## src/rtl/calc_result_collector_if.sv

```systemverilog
// calc_result_collector_if
//   Bundles the signals between the calculator adder pipeline, the result
//   collector and the downstream consumer (display/UART).
//
//   Producer side : issue_valid, result
//   Consumer side : out_data, out_valid, out_ready
//   Status        : fifo_count, overflow, result_total
//
//   Handshake on the consumer side: out_valid is high whenever the FIFO holds
//   an entry and out_data is that head entry. A transfer happens on a rising
//   edge where out_valid && out_ready are both high. out_valid never depends
//   combinationally on out_ready, and out_data stays stable until it is taken.
//
//   Modports: slave = the collector; master = whoever drives the pipeline and
//   consumes results (the testbench here).
`timescale 1ns/1ps
interface calc_result_collector_if #(
  parameter int DATA_W = 8,
  parameter int DEPTH  = 4
);
  logic                     issue_valid;
  logic [DATA_W-1:0]        result;
  logic [DATA_W-1:0]        out_data;
  logic                     out_valid;
  logic                     out_ready;
  logic [$clog2(DEPTH):0]   fifo_count;
  logic                     overflow;
  logic [15:0]              result_total;

  modport slave (
    input  issue_valid, result, out_ready,
    output out_data, out_valid, fifo_count, overflow, result_total
  );

  modport master (
    output issue_valid, result, out_ready,
    input  out_data, out_valid, fifo_count, overflow, result_total
  );
endinterface

```

## src/rtl/calc_result_collector.sv

```systemverilog
// calc_result_collector
//   Downstream stage of the 3-stage calculator adder pipeline. A valid-tag
//   shift register, as long as the pipeline latency, follows each sampled
//   instruction through the adder; when a tagged slot leaves stage three its
//   8-bit result is written into a small first-word-fall-through FIFO that a
//   valid/ready consumer drains. Lost results set a sticky overflow flag and
//   accepted results are counted.
//
// Ports
//   one_MHz_clk  in   pipeline clock, all state on the rising edge
//   reset        in   asynchronous, active-high
//   bus          slave modport of calc_result_collector_if:
//                  issue_valid, result, out_ready          (in)
//                  out_data, out_valid, fifo_count,
//                  overflow, result_total                  (out)
//
// Parameters
//   LATENCY  edges from instruction sample to result valid at the adder (>=1)
//   DEPTH    FIFO entries (power of two, >=2)
//   DATA_W   result width
`timescale 1ns/1ps
module calc_result_collector #(
  parameter int LATENCY = 3,
  parameter int DEPTH   = 4,
  parameter int DATA_W  = 8
) (
  input  logic                    one_MHz_clk,
  input  logic                    reset,
  calc_result_collector_if.slave  bus
);
  localparam int AW = $clog2(DEPTH);
  localparam int CW = AW + 1;

  logic [LATENCY-1:0] tag;
  logic [DATA_W-1:0]  mem [DEPTH];
  logic [AW-1:0]      rd_ptr;
  logic [AW-1:0]      wr_ptr;
  logic [CW-1:0]      count;
  logic               overflow_q;
  logic [15:0]        total_q;

  logic push;
  logic pop;
  logic full;
  logic empty;
  logic do_write;
  logic drop;

  // The tag for an instruction sampled at edge k reaches the last stage at
  // edge k+LATENCY-1, so the push happens at edge k+LATENCY, exactly when the
  // adder output belongs to that instruction.
  always_ff @(posedge one_MHz_clk or posedge reset) begin
    if (reset) begin
      tag <= '0;
    end else begin
      tag[0] <= bus.issue_valid;
      for (int i = 1; i < LATENCY; i++) begin
        tag[i] <= tag[i-1];
      end
    end
  end

  assign push  = tag[LATENCY-1];
  assign full  = (count == CW'(DEPTH));
  assign empty = (count == '0);
  assign pop   = !empty && bus.out_ready;

  // A full FIFO still accepts a push when the head leaves on the same edge:
  // the write lands on the slot being vacated (wr_ptr == rd_ptr when full).
  assign do_write = push && (!full || pop);
  assign drop     = push && full && !pop;

  // Storage is not reset; out_data is masked while empty so stale contents
  // are never visible.
  always_ff @(posedge one_MHz_clk) begin
    if (do_write) begin
      mem[wr_ptr] <= bus.result;
    end
  end

  always_ff @(posedge one_MHz_clk or posedge reset) begin
    if (reset) begin
      wr_ptr     <= '0;
      rd_ptr     <= '0;
      count      <= '0;
      overflow_q <= 1'b0;
      total_q    <= 16'd0;
    end else begin
      if (do_write) begin
        wr_ptr  <= wr_ptr + AW'(1);
        total_q <= total_q + 16'd1;
      end
      if (pop) begin
        rd_ptr <= rd_ptr + AW'(1);
      end
      case ({do_write, pop})
        2'b10:   count <= count + CW'(1);
        2'b01:   count <= count - CW'(1);
        default: count <= count;
      endcase
      if (drop) begin
        overflow_q <= 1'b1;
      end
    end
  end

  assign bus.out_valid    = !empty;
  assign bus.out_data     = empty ? '0 : mem[rd_ptr];
  assign bus.fifo_count   = count;
  assign bus.overflow     = overflow_q;
  assign bus.result_total = total_q;
endmodule

```

## src/flat_wrapper.sv

```systemverilog
// flat-port wrapper written by rule: the top's interface ports become plain ports
module calc_result_collector_flat 
#(
  parameter int LATENCY = 3,
  parameter int DEPTH   = 4,
  parameter int DATA_W  = 8
)
  (one_MHz_clk, reset, bus_issue_valid, bus_result, bus_out_ready, bus_out_data, bus_out_valid, bus_fifo_count, bus_overflow, bus_result_total);
  calc_result_collector_if #(.DATA_W(DATA_W), .DEPTH(DEPTH)) bus_i ();
  input  logic one_MHz_clk;
  input  logic reset;
  input wire logic [$bits(bus_i.issue_valid)-1:0] bus_issue_valid;
  input wire logic [$bits(bus_i.result)-1:0] bus_result;
  input wire logic [$bits(bus_i.out_ready)-1:0] bus_out_ready;
  output wire logic [$bits(bus_i.out_data)-1:0] bus_out_data;
  output wire logic [$bits(bus_i.out_valid)-1:0] bus_out_valid;
  output wire logic [$bits(bus_i.fifo_count)-1:0] bus_fifo_count;
  output wire logic [$bits(bus_i.overflow)-1:0] bus_overflow;
  output wire logic [$bits(bus_i.result_total)-1:0] bus_result_total;
  assign bus_i.issue_valid = bus_issue_valid;
  assign bus_i.result = bus_result;
  assign bus_i.out_ready = bus_out_ready;
  assign bus_out_data = bus_i.out_data;
  assign bus_out_valid = bus_i.out_valid;
  assign bus_fifo_count = bus_i.fifo_count;
  assign bus_overflow = bus_i.overflow;
  assign bus_result_total = bus_i.result_total;
  calc_result_collector #(.LATENCY(LATENCY), .DEPTH(DEPTH), .DATA_W(DATA_W)) u_core (.one_MHz_clk(one_MHz_clk), .reset(reset), .bus(bus_i));
endmodule
```

## config.mk

```make
export PLATFORM = sky130hd
export DESIGN_NAME = calc_result_collector_flat
export DESIGN_NICKNAME = d
export VERILOG_FILES = /design/src/rtl/calc_result_collector_if.sv /design/src/rtl/calc_result_collector.sv /design/src/flat_wrapper.sv
export SDC_FILE = /design/constraint.sdc
export NUM_CORES = 1
export LEC_CHECK = 0
export BUFFER_PORTS_ARGS = -buffer_cell sky130_fd_sc_hd__buf_4
export CORE_UTILIZATION = 30
export DETAILED_ROUTE_END_ITERATION = 8
export SLEW_MARGIN = 0
export SYNTH_ARGS = -nofsm -noshare
export SYNTH_HDL_FRONTEND = slang
export SYNTH_SLANG_ARGS = --single-unit
```

## constraint.sdc

```tcl
create_clock -name one_MHz_clk -period 2.4 [get_ports one_MHz_clk]
set_input_delay 0.24 -clock one_MHz_clk [delete_from_list [all_inputs] [get_ports one_MHz_clk]]
set_output_delay 0.24 -clock one_MHz_clk [all_outputs]
set_load 0.01 [all_outputs]
```

# After elaboration in Yosys (flattened, before gate mapping)
# Memories as Yosys holds them, arrays and structs flattened.
# Cells that the tools add are included.
# word_totals
reg_bits	27
ram_bits	32
in_bits	12
wordCells	29
memories	1
# classes
n_addsub	5
eq_ne	3
mux	4
n_reduce_logical	10
# mem_list
name	depth	word_bits	rd	rd_clocked_by_memory_dff	write_ports	line_no	text
u_core.mem	4	8	1	0	1	calc_result_collector.sv:35	logic [DATA_W-1:0] mem [DEPTH];
# ops
op	count
$add A16 B1 Y16 const B	1
$mux W8	1
$pmux W3 S2	1
$add A2 B1 Y2 const B	2
$logic_and A1 B1 Y1	4
$add A3 B1 Y3 const B	1
$eq A3 B3 Y1 const B	1
$logic_not A1 Y1	3
$logic_not A3 Y1	1
$sub A3 B1 Y3 const B	1
$eq A2 B1 Y1 const B	1
$eq A2 B2 Y1 const B	1
$mux W1	2
$reduce_bool A2 Y1	1
$logic_or A1 B1 Y1	1

# Depth between registers and ports, before layout
# Gate-level depths: netlist (run 1).
# logic_depth
ltp_word	7
mapped_depth	10
ltp_nobuf	8

# Least setup slack after synthesis (run 1)
# No wires, ideal clock.
# synth_path
kind	register -> register
start	register u_core.count[1] (netlist: u_core.bus.fifo_count[1])
end	register u_core.count[2] (netlist: u_core.bus.fifo_count[2])
t_arrival_ns	2.151
path_slack_ns	0.119
stages_incl_launch_ff	9
n_path_buf	1
period_less_slack_ns	2.281
path_cell_list	dfrtp_1 > inv_1 > nand3_1 > clkbuf_1 > nand3_1 > fa_1 > or3b_2 > nand3_1 > o211ai_1
# synth_via
elab_chain_cells	7
# synth_lines
item	line_no	text
from (decl)	calc_result_collector.sv:38	logic [CW-1:0] count;
from (signal assigned)	calc_result_collector.sv:97	2'b10: count <= count + CW'(1);
from (signal assigned)	calc_result_collector.sv:98	2'b01: count <= count - CW'(1);
from (signal assigned)	calc_result_collector.sv:99	default: count <= count;
$logic_not A3 Y1 (*)	calc_result_collector.sv:65	assign empty = (count == '0);
$logic_not A1 Y1 (*)	-	
net bus_out_valid	flat_wrapper.sv:16	output wire logic [$bits(bus_i.out_valid)-1:0] bus_out_valid;
$logic_and A1 B1 Y1 (*)	calc_result_collector.sv:66	assign pop = !empty && bus.out_ready;
$logic_or A1 B1 Y1	calc_result_collector.sv:70	assign do_write = push && (!full || pop);
$logic_and A1 B1 Y1	calc_result_collector.sv:70	
$eq A2 B1 Y1 / $eq A2 B2 Y1 (equally long branches)	calc_result_collector.sv:96	case ({do_write, pop})
$pmux W3 S2 / $reduce_bool A2 Y1 (equally long branches)	-	
# The timed path passes the listed nets; every way through them passes the cells marked *.
# A chain may end at the register's enable or synchronous reset.

# Worst setup path after layout (run 1)
# layout_path
start	register u_core.rd_ptr[0]
end	output bus_out_data[3]
# layout_via
elab_chain_cells	2
# layout_lines
item	line_no	text
from (decl)	calc_result_collector.sv:36	logic [AW-1:0] rd_ptr;
from (signal assigned)	calc_result_collector.sv:94	rd_ptr <= rd_ptr + AW'(1);
$mem_v2 Z4 W8	-	
$mux W8	calc_result_collector.sv:108	assign bus.out_data = empty ? '0 : mem[rd_ptr];
to (decl)	flat_wrapper.sv:15	output wire logic [$bits(bus_i.out_data)-1:0] bus_out_data;
# Every way passes these cells.

==> results.py, run 1 <==
metrics = {
    "logic_synthesis": {
        "yosysUniqueCellTypes": 32,
        "synthTopCellsByArea": "edfxtp_1 38%, dfrtp_1 27%, mux4_2 7.1%, xnor2_1 4.8%, and2_1 3.0%",
        "synth_top_family_by_area": "simple AND/OR/NAND/NOR gates",
        "async_flop_share_pct": 45.8,
        "ys_seq_area_share_pct": 64.6,
        "synth_top_cell_area_share_pct": 37.9,
        "yosys.cell_count.top_type": "edfxtp_1",
        "synth_top_cells_by_count": "32 x edfxtp_1, 27 x dfrtp_1, 14 x xnor2_1",
        "synth_enable_flop_cells": 32,
        "synth_fp_nets": 187,
        "synth_ff_type": "edfxtp_1",
        "yosysWarnings": 0,
        "netlist_area_sq_um": 2530,
        "postSynthAreaPerCell_sq_um": 15.0,
        "synth_compound_area_share_pct": 2.72,
        "postSynthCellCount": 169,
        "synth-simple-area-share_pct": 11.6,
        "synth_area_leader_cell": "edfxtp_1",
        "synthMuxAreaShare_pct": 8.35,
        "synth-seq-cells": 59,
        "synth-adder-area-share_pct": 3.26,
        "synth-xor-area-share_pct": 6.57,
    },
    "floorplanning": {
        "core_sq_um": 8180,
        "fp-row-count": 33,
        "die-height_microns": 93.9,
        "die_width_microns": 93.9,
        "start_util_pct": 31.0,
        "die-area_sq_um": 8820,
        "top_level_ports": 41,
    },
    "power_and_ir_drop": {
        "p_seq_share_pct": 40.8,
        "p_leak_nw": 1.29,
        "swShare_pct": 29.9,
        "switching_power_mw": 1.14,
        "p_comb_share_pct": 31.9,
        "peakVddDrop_mv": 0.402,
        "cellPowerDensity_nw_per_um2": 1200,
        "clkPwrFrac_pct": 27.2,
        "p_int_mw": 2.68,
    },
    "timing": {
        "maxSlewViolCount": 0,
        "setup_viol": 0,
        "final-hold-violation-count": 0,
        "period_needed_ns": 2.15,
        "grt_setup_unrepaired": "no",
        "relSlewSlack_pct": 63.4,
        "setup_tns_ns": 0,
        "holdWs_ns": 0.0316,
        "skew_ns": 0.00847,
        "fin_crit_sh_pct": 89.6,
        "worst_pin_slew_ns": 0.550,
        "clock.fmax_ghz": 0.465,
    },
    "setup_path": {
        "max_stage_delay_ns": 0.69,
        "endpoint_kind": "primary output",
        "reg2reg_to": "u_core.bus.fifo_count[2]$_DFFE_PP0P_",
        "cp_slowest_cell": "dfrtp_1",
        "cp_max_fo": 9,
        "r2r_cells": 8,
        "crit_arrival_ns": 1.91,
        "reg2reg_from": "u_core.bus.fifo_count[1]$_DFFE_PP0P_",
        "cp_data_required_time_ns": 2.16,
        "ff2ff_setup_slack_ns": 0.29,
        "startpoint_type": "flip-flop",
        "crit_chain": "mux4_2 > and2_1 > buf_4",
        "critPathKind": "flip-flop to primary output",
    },
    "final_layout": {
        "layout-drive-gt1-share_pct": 32.3,
        "nNetsFinal": 236,
        "final_area_sq_um": 3190,
        "fin_cells": 328,
        "area_growth_pct": 26.0,
        "diodes": 0,
    },
    "worst_hold_path": {
        "min_to": "u_core.tag[0]$_DFF_PP0_",
        "worstHoldStart": "bus_issue_valid",
        "min_path_type": "input pin to flip-flop",
        "min_path_cells": 1,
    },
    "clock_network": {
        "clkLatencyLatePin_ns": 0.32,
        "h-tree-depth": 3,
        "cts_sinks": 59,
        "clock-root-buffer": "clkbuf_8",
        "clkTransAtPathRegs_ns": 0.06,
        "cts_resized": 0,
        "cts_tree": "yes",
        "numCtsBuffers": 9,
        "clk_path_buf_depth": 2,
    },
    "outcome": {
        "failed_checks": "design-rule violations",
        "outcome": "finished with violations",
    },
    "routing": {
        "avgViaCountPerCell": 4.40,
        "vias": 1444,
        "firstDrtPassIters": 6,
        "drt_wl_total_microns": 4510,
        "wl_per_cell_microns": 13.8,
        "drc_errors": 2,
        "drt_iter0_drc": 72,
        "final_antenna_net_count": 0,
    },
    "placed_design": {
        "io_buffer_count": 40,
        "post-place-cells": 311,
        "gp_congestion": 0.771,
        "dp_hpwl_microns": 3100,
        "dpl-instance-area_sq_um": 2950,
    },
    "global_route": {
        "grt_pass1_vias": 1496,
        "grt-ovfl-total": 0,
        "grt_max_degree": 28,
        "grt_pass1_wl_microns": 7300,
        "track_usage_pct": 11.4,
        "antenna_found_initial": 0,
    },
    "flow_run": {
        "drv_cap": 0,
    },
}
## cells by family after synthesis
kind of cell,Yosys count
xor+xnor,19
flops,59
simple gates,49
compound gates,10
fa+ha+maj,6
mux,11
buf+inv,15
## sequential cells by signal (all words and copies together) (netlist names)
signal,count
u_core.rd_ptr,2
u_core.tag,3
u_core.bus.overflow,1
u_core.bus.result_total,16
u_core.mem,32
u_core.wr_ptr,2
u_core.bus.fifo_count,3
## how the worst max path moves through the flow
stage | start | endpoint | slack, ns | cells after the start
floorplan | u_core.bus.fifo_count[1]$_DFFE_PP0P_ | u_core.bus.fifo_count[2]$_DFFE_PP0P_ | 0.12 | 8
global placement | u_core.bus.fifo_count[1]$_DFFE_PP0P_ | u_core.bus.fifo_count[2]$_DFFE_PP0P_ | 0.45 | 8
detailed placement | u_core.bus.fifo_count[1]$_DFFE_PP0P_ | u_core.bus.fifo_count[2]$_DFFE_PP0P_ | 0.38 | 8
CTS | u_core.rd_ptr[0]$_DFFE_PP0N_ | bus_out_data[3] | 0.19 | 3
global route | u_core.rd_ptr[0]$_DFFE_PP0N_ | bus_out_data[3] | 0.13 | 3
finish | u_core.rd_ptr[0]$_DFFE_PP0N_ | bus_out_data[3] | 0.25 | 3
## layer usage
metal / global-route usage (%) / vias to the layer above / wire [microns]
met4: 7.31 / 0 / 92
met3: 3.64 / 7 / 172
met2: 18.1 / 21 / 2310
met1: 13.2 / 710 / 1940
li1: - / 706 / -
met5: 0 / - / 0
## cell type report
| class | count | area (sq um) |
|---|---|---|
| inverter | 8 | 30.0 |
| tap | 105 | 131 |
| clock buffer | 10 | 128 |
| multi-input combinational | 95 | 822 |
| timing repair buffer | 45 | 340 |
| sequential | 59 | 1640 |
| fill | 786 | 4980 |
| clock inverter | 6 | 104 |
## placed cells by master (no fill, tap or decap), types with 2 or more instances in the layout
master,count
a211oi_1,3
and2_1,12
and4_1,2
buf_4,44
bufinv_16,3
clkbuf_8,9
clkinv_2,2
dfrtp_1,27
edfxtp_1,32
ha_1,5
inv_1,8
mux2i_1,2
mux4_2,8
nand2_1,10
nand3_1,8
nand4_1,6
nor2_1,3
nor2_2,2
o21ai_0,3
xnor2_1,14
xor2_1,5
## repair_timing
item	CTS	global route
hold buffers	1	0
hold endpoints to repair	27	0
setup buffers	0	0
## power groups by stage
stage          clock [mW]  combinational (mW)  sequential [mW]
6_report             1.04                1.22             1.56
5_1_grt              1.12                1.33             1.60
4_1_cts              1.07                1.25             1.57
3_5_place_dp            0                1.24             1.59
3_3_place_gp            0                1.23             1.58
2_1_floorplan           0               0.784             1.51
## through the flow
stage               utilization, %  power [mW]  setup WS (ns)
floorplan                        -        2.30          0.119
global route                  39.0        4.05          0.126
detailed placement            36.1        2.83          0.378
CTS                           39.0        3.89          0.185
global placement              36.1        2.81          0.446
finish                        39.0        3.82          0.249
## critical path: cells and delay by family, from the launching register on
kind | cells | cell delay [ns]
buffers and inverters | 1 | 0.14
flip-flops | 1 | 0.69
AND/OR/NAND/NOR | 1 | 0.17
multiplexers | 1 | 0.59
(Power assumes the default switching activity.)
==> inputs of run 2 (changes only) <==
--- a/config.mk
+++ b/config.mk
@@ -6,8 +6,11 @@
 export NUM_CORES = 1
 export LEC_CHECK = 0
 export BUFFER_PORTS_ARGS = -buffer_cell sky130_fd_sc_hd__buf_4
+export CELL_PAD_IN_SITES_DETAIL_PLACEMENT = 1
+export CELL_PAD_IN_SITES_GLOBAL_PLACEMENT = 1
 export CORE_UTILIZATION = 30
 export DETAILED_ROUTE_END_ITERATION = 8
+export PLACE_DENSITY_LB_ADDON = 0.1
 export SLEW_MARGIN = 0
 export SYNTH_ARGS = -nofsm -noshare
 export SYNTH_HDL_FRONTEND = slang
==> run 2 against run 1 <==
  * The flow now finishes without violations
  * Maximum frequency is 0.47% lower
  * Core utilization is 0.75 points lower
  * Critical endpoint is now bus_out_data[6]
  * Flip-flop and latch count stayed put
  * Critical path type unchanged
  * Die area stayed put
  * Register-to-register slack hardly changed
==> results.py, run 2 (synthesized netlist as in run 1, its figures left out) <==
metrics = {
    "timing": {
        "final-hold-violation-count": 0,
        "worst_pin_slew_ns": 0.566,
        "period_needed_ns": 2.16,
        "maxSlewViolCount": 0,
        "setup_tns_ns": 0,
        "setup_viol": 0,
        "fin_crit_sh_pct": 90.0,
        "grt_setup_unrepaired": "no",
        "holdWs_ns": 0.0188,
        "skew_ns": 0.00891,
        "relSlewSlack_pct": 62.2,
        "clock.fmax_ghz": 0.463,
    },
    "final_layout": {
        "top_register": "u_core.mem",
        "layout-drive-gt1-share_pct": 31.7,
        "nNetsFinal": 237,
        "area_growth_pct": 23.6,
        "mostFrequentLayoutCells": "45 x buf_4, 32 x edfxtp_1, 27 x dfrtp_1",
        "layout_commonest_cell": "buf_4",
        "largest_reg_flops": 32,
        "diodes": 0,
    },
    "clock_network": {
        "clk_path_buf_depth": 2,
        "h-tree-depth": 3,
        "numCtsBuffers": 9,
        "clkTransAtPathRegs_ns": 0.06,
        "clock-root-buffer": "clkbuf_8",
        "post_cts_buffers": 0,
        "cts_resized": 0,
        "cts_tree": "yes",
        "clkLatencyLatePin_ns": 0.33,
        "hold_buffers": 1,
        "cts_sinks": 59,
    },
    "global_route": {
        "grt_pass1_wl_microns": 8510,
        "grt-ovfl-total": 0,
        "grt_pass1_vias": 1631,
        "grt_max_degree": 28,
        "track_usage_pct": 13.4,
        "antenna_found_initial": 0,
    },
    "routing": {
        "drt_iter0_drc": 23,
        "avgViaCountPerCell": 4.59,
        "firstDrtPassIters": 6,
        "final_antenna_net_count": 0,
        "drt_wl_total_microns": 5250,
        "drc_errors": 0,
        "wl_per_cell_microns": 16.0,
        "vias": 1509,
    },
    "floorplanning": {
        "fp-row-count": 33,
        "core_sq_um": 8180,
        "top_level_ports": 41,
        "start_util_pct": 31.0,
        "die-area_sq_um": 8820,
        "die_width_microns": 93.9,
        "die-height_microns": 93.9,
    },
    "placed_design": {
        "io_buffer_count": 40,
        "dp_hpwl_microns": 3680,
        "gp_congestion": 0.739,
    },
    "power_and_ir_drop": {
        "cellPowerDensity_nw_per_um2": 1140,
        "p_leak_nw": 1.27,
        "peakVddDrop_mv": 0.341,
    },
    "setup_path": {
        "startpoint_type": "flip-flop",
        "cp_data_required_time_ns": 2.16,
        "critPathKind": "flip-flop to primary output",
        "crit_arrival_ns": 1.92,
        "endpoint_kind": "primary output",
        "cp_max_fo": 9,
    },
    "worst_hold_path": {
        "min_path_type": "input pin to flip-flop",
    },
    "flow_run": {
        "drv_cap": 0,
    },
    "outcome": {
        "outcome": "completed",
    },
}
## run 2: report_power, final
| part | switching, mW | total [mW] | internal [mW] |
|---|---|---|---|
| registers | 0.254 | 1.57 | 1.32 |
| clock network | 0.372 | 0.765 | 0.393 |
| logic | 0.566 | 1.25 | 0.680 |
## run 2: through the flow
stage	util, %	power [mW]	setup slack (ns)	cells	instance area [sq um]
floorplan	-	2.30	0.119	169	2530
global placement	36.2	2.81	0.455	312	2960
detailed placement	36.2	2.88	0.315	312	2960
CTS	38.3	3.65	0.141	329	3130
global route	38.3	3.83	0.0780	329	3130
finish	38.3	3.58	0.239	329	3130
## run 2: worst paths after layout
path	slack, ns	endpoint	startpoint	cells after the start
setup / recovery	0.24	bus_out_data[6]	u_core.rd_ptr[0]$_DFFE_PP0N_	3
hold / removal	0.02	u_core.tag[0]$_DFF_PP0_	bus_issue_valid	1
setup reg to reg	0.30	u_core.bus.fifo_count[2]$_DFFE_PP0P_	u_core.bus.fifo_count[1]$_DFFE_PP0P_	8
hold reg to reg	0.35	u_core.tag[2]$_DFF_PP0_	u_core.tag[1]$_DFF_PP0_	0
max in group asynchronous	1.58	u_core.bus.result_total[6]$_DFFE_PP0P_	reset	4
min in group asynchronous	0.54	u_core.tag[1]$_DFF_PP0_	reset	4
## run 2: area by class of cell
type                            instances  area [sq um]
Clock inverter                          4          17.5
Tap cell                              105           131
Timing Repair Buffer                   46           348
Fill cell                             865          5040
Inverter                                8          30.0
Multi-Input combinational cell         95           822
Clock buffer                           12           145
Sequential cell                        59          1640
## run 2: critical path, stage by stage, from the launching register on
cell,delay [ns]
dfrtp_1,0.70
mux4_2,0.57
and2_1,0.18
buf_4,0.14
## run 2: routing by layer
layer / routed length, microns / vias up / GRT usage, %
met2: 2570 / 31 / 21.4
met1: 2360 / 756 / 17.0
met5: 0 / - / 0
li1: - / 710 / -
met3: 178 / 12 / 3.16
met4: 134 / 0 / 6.92
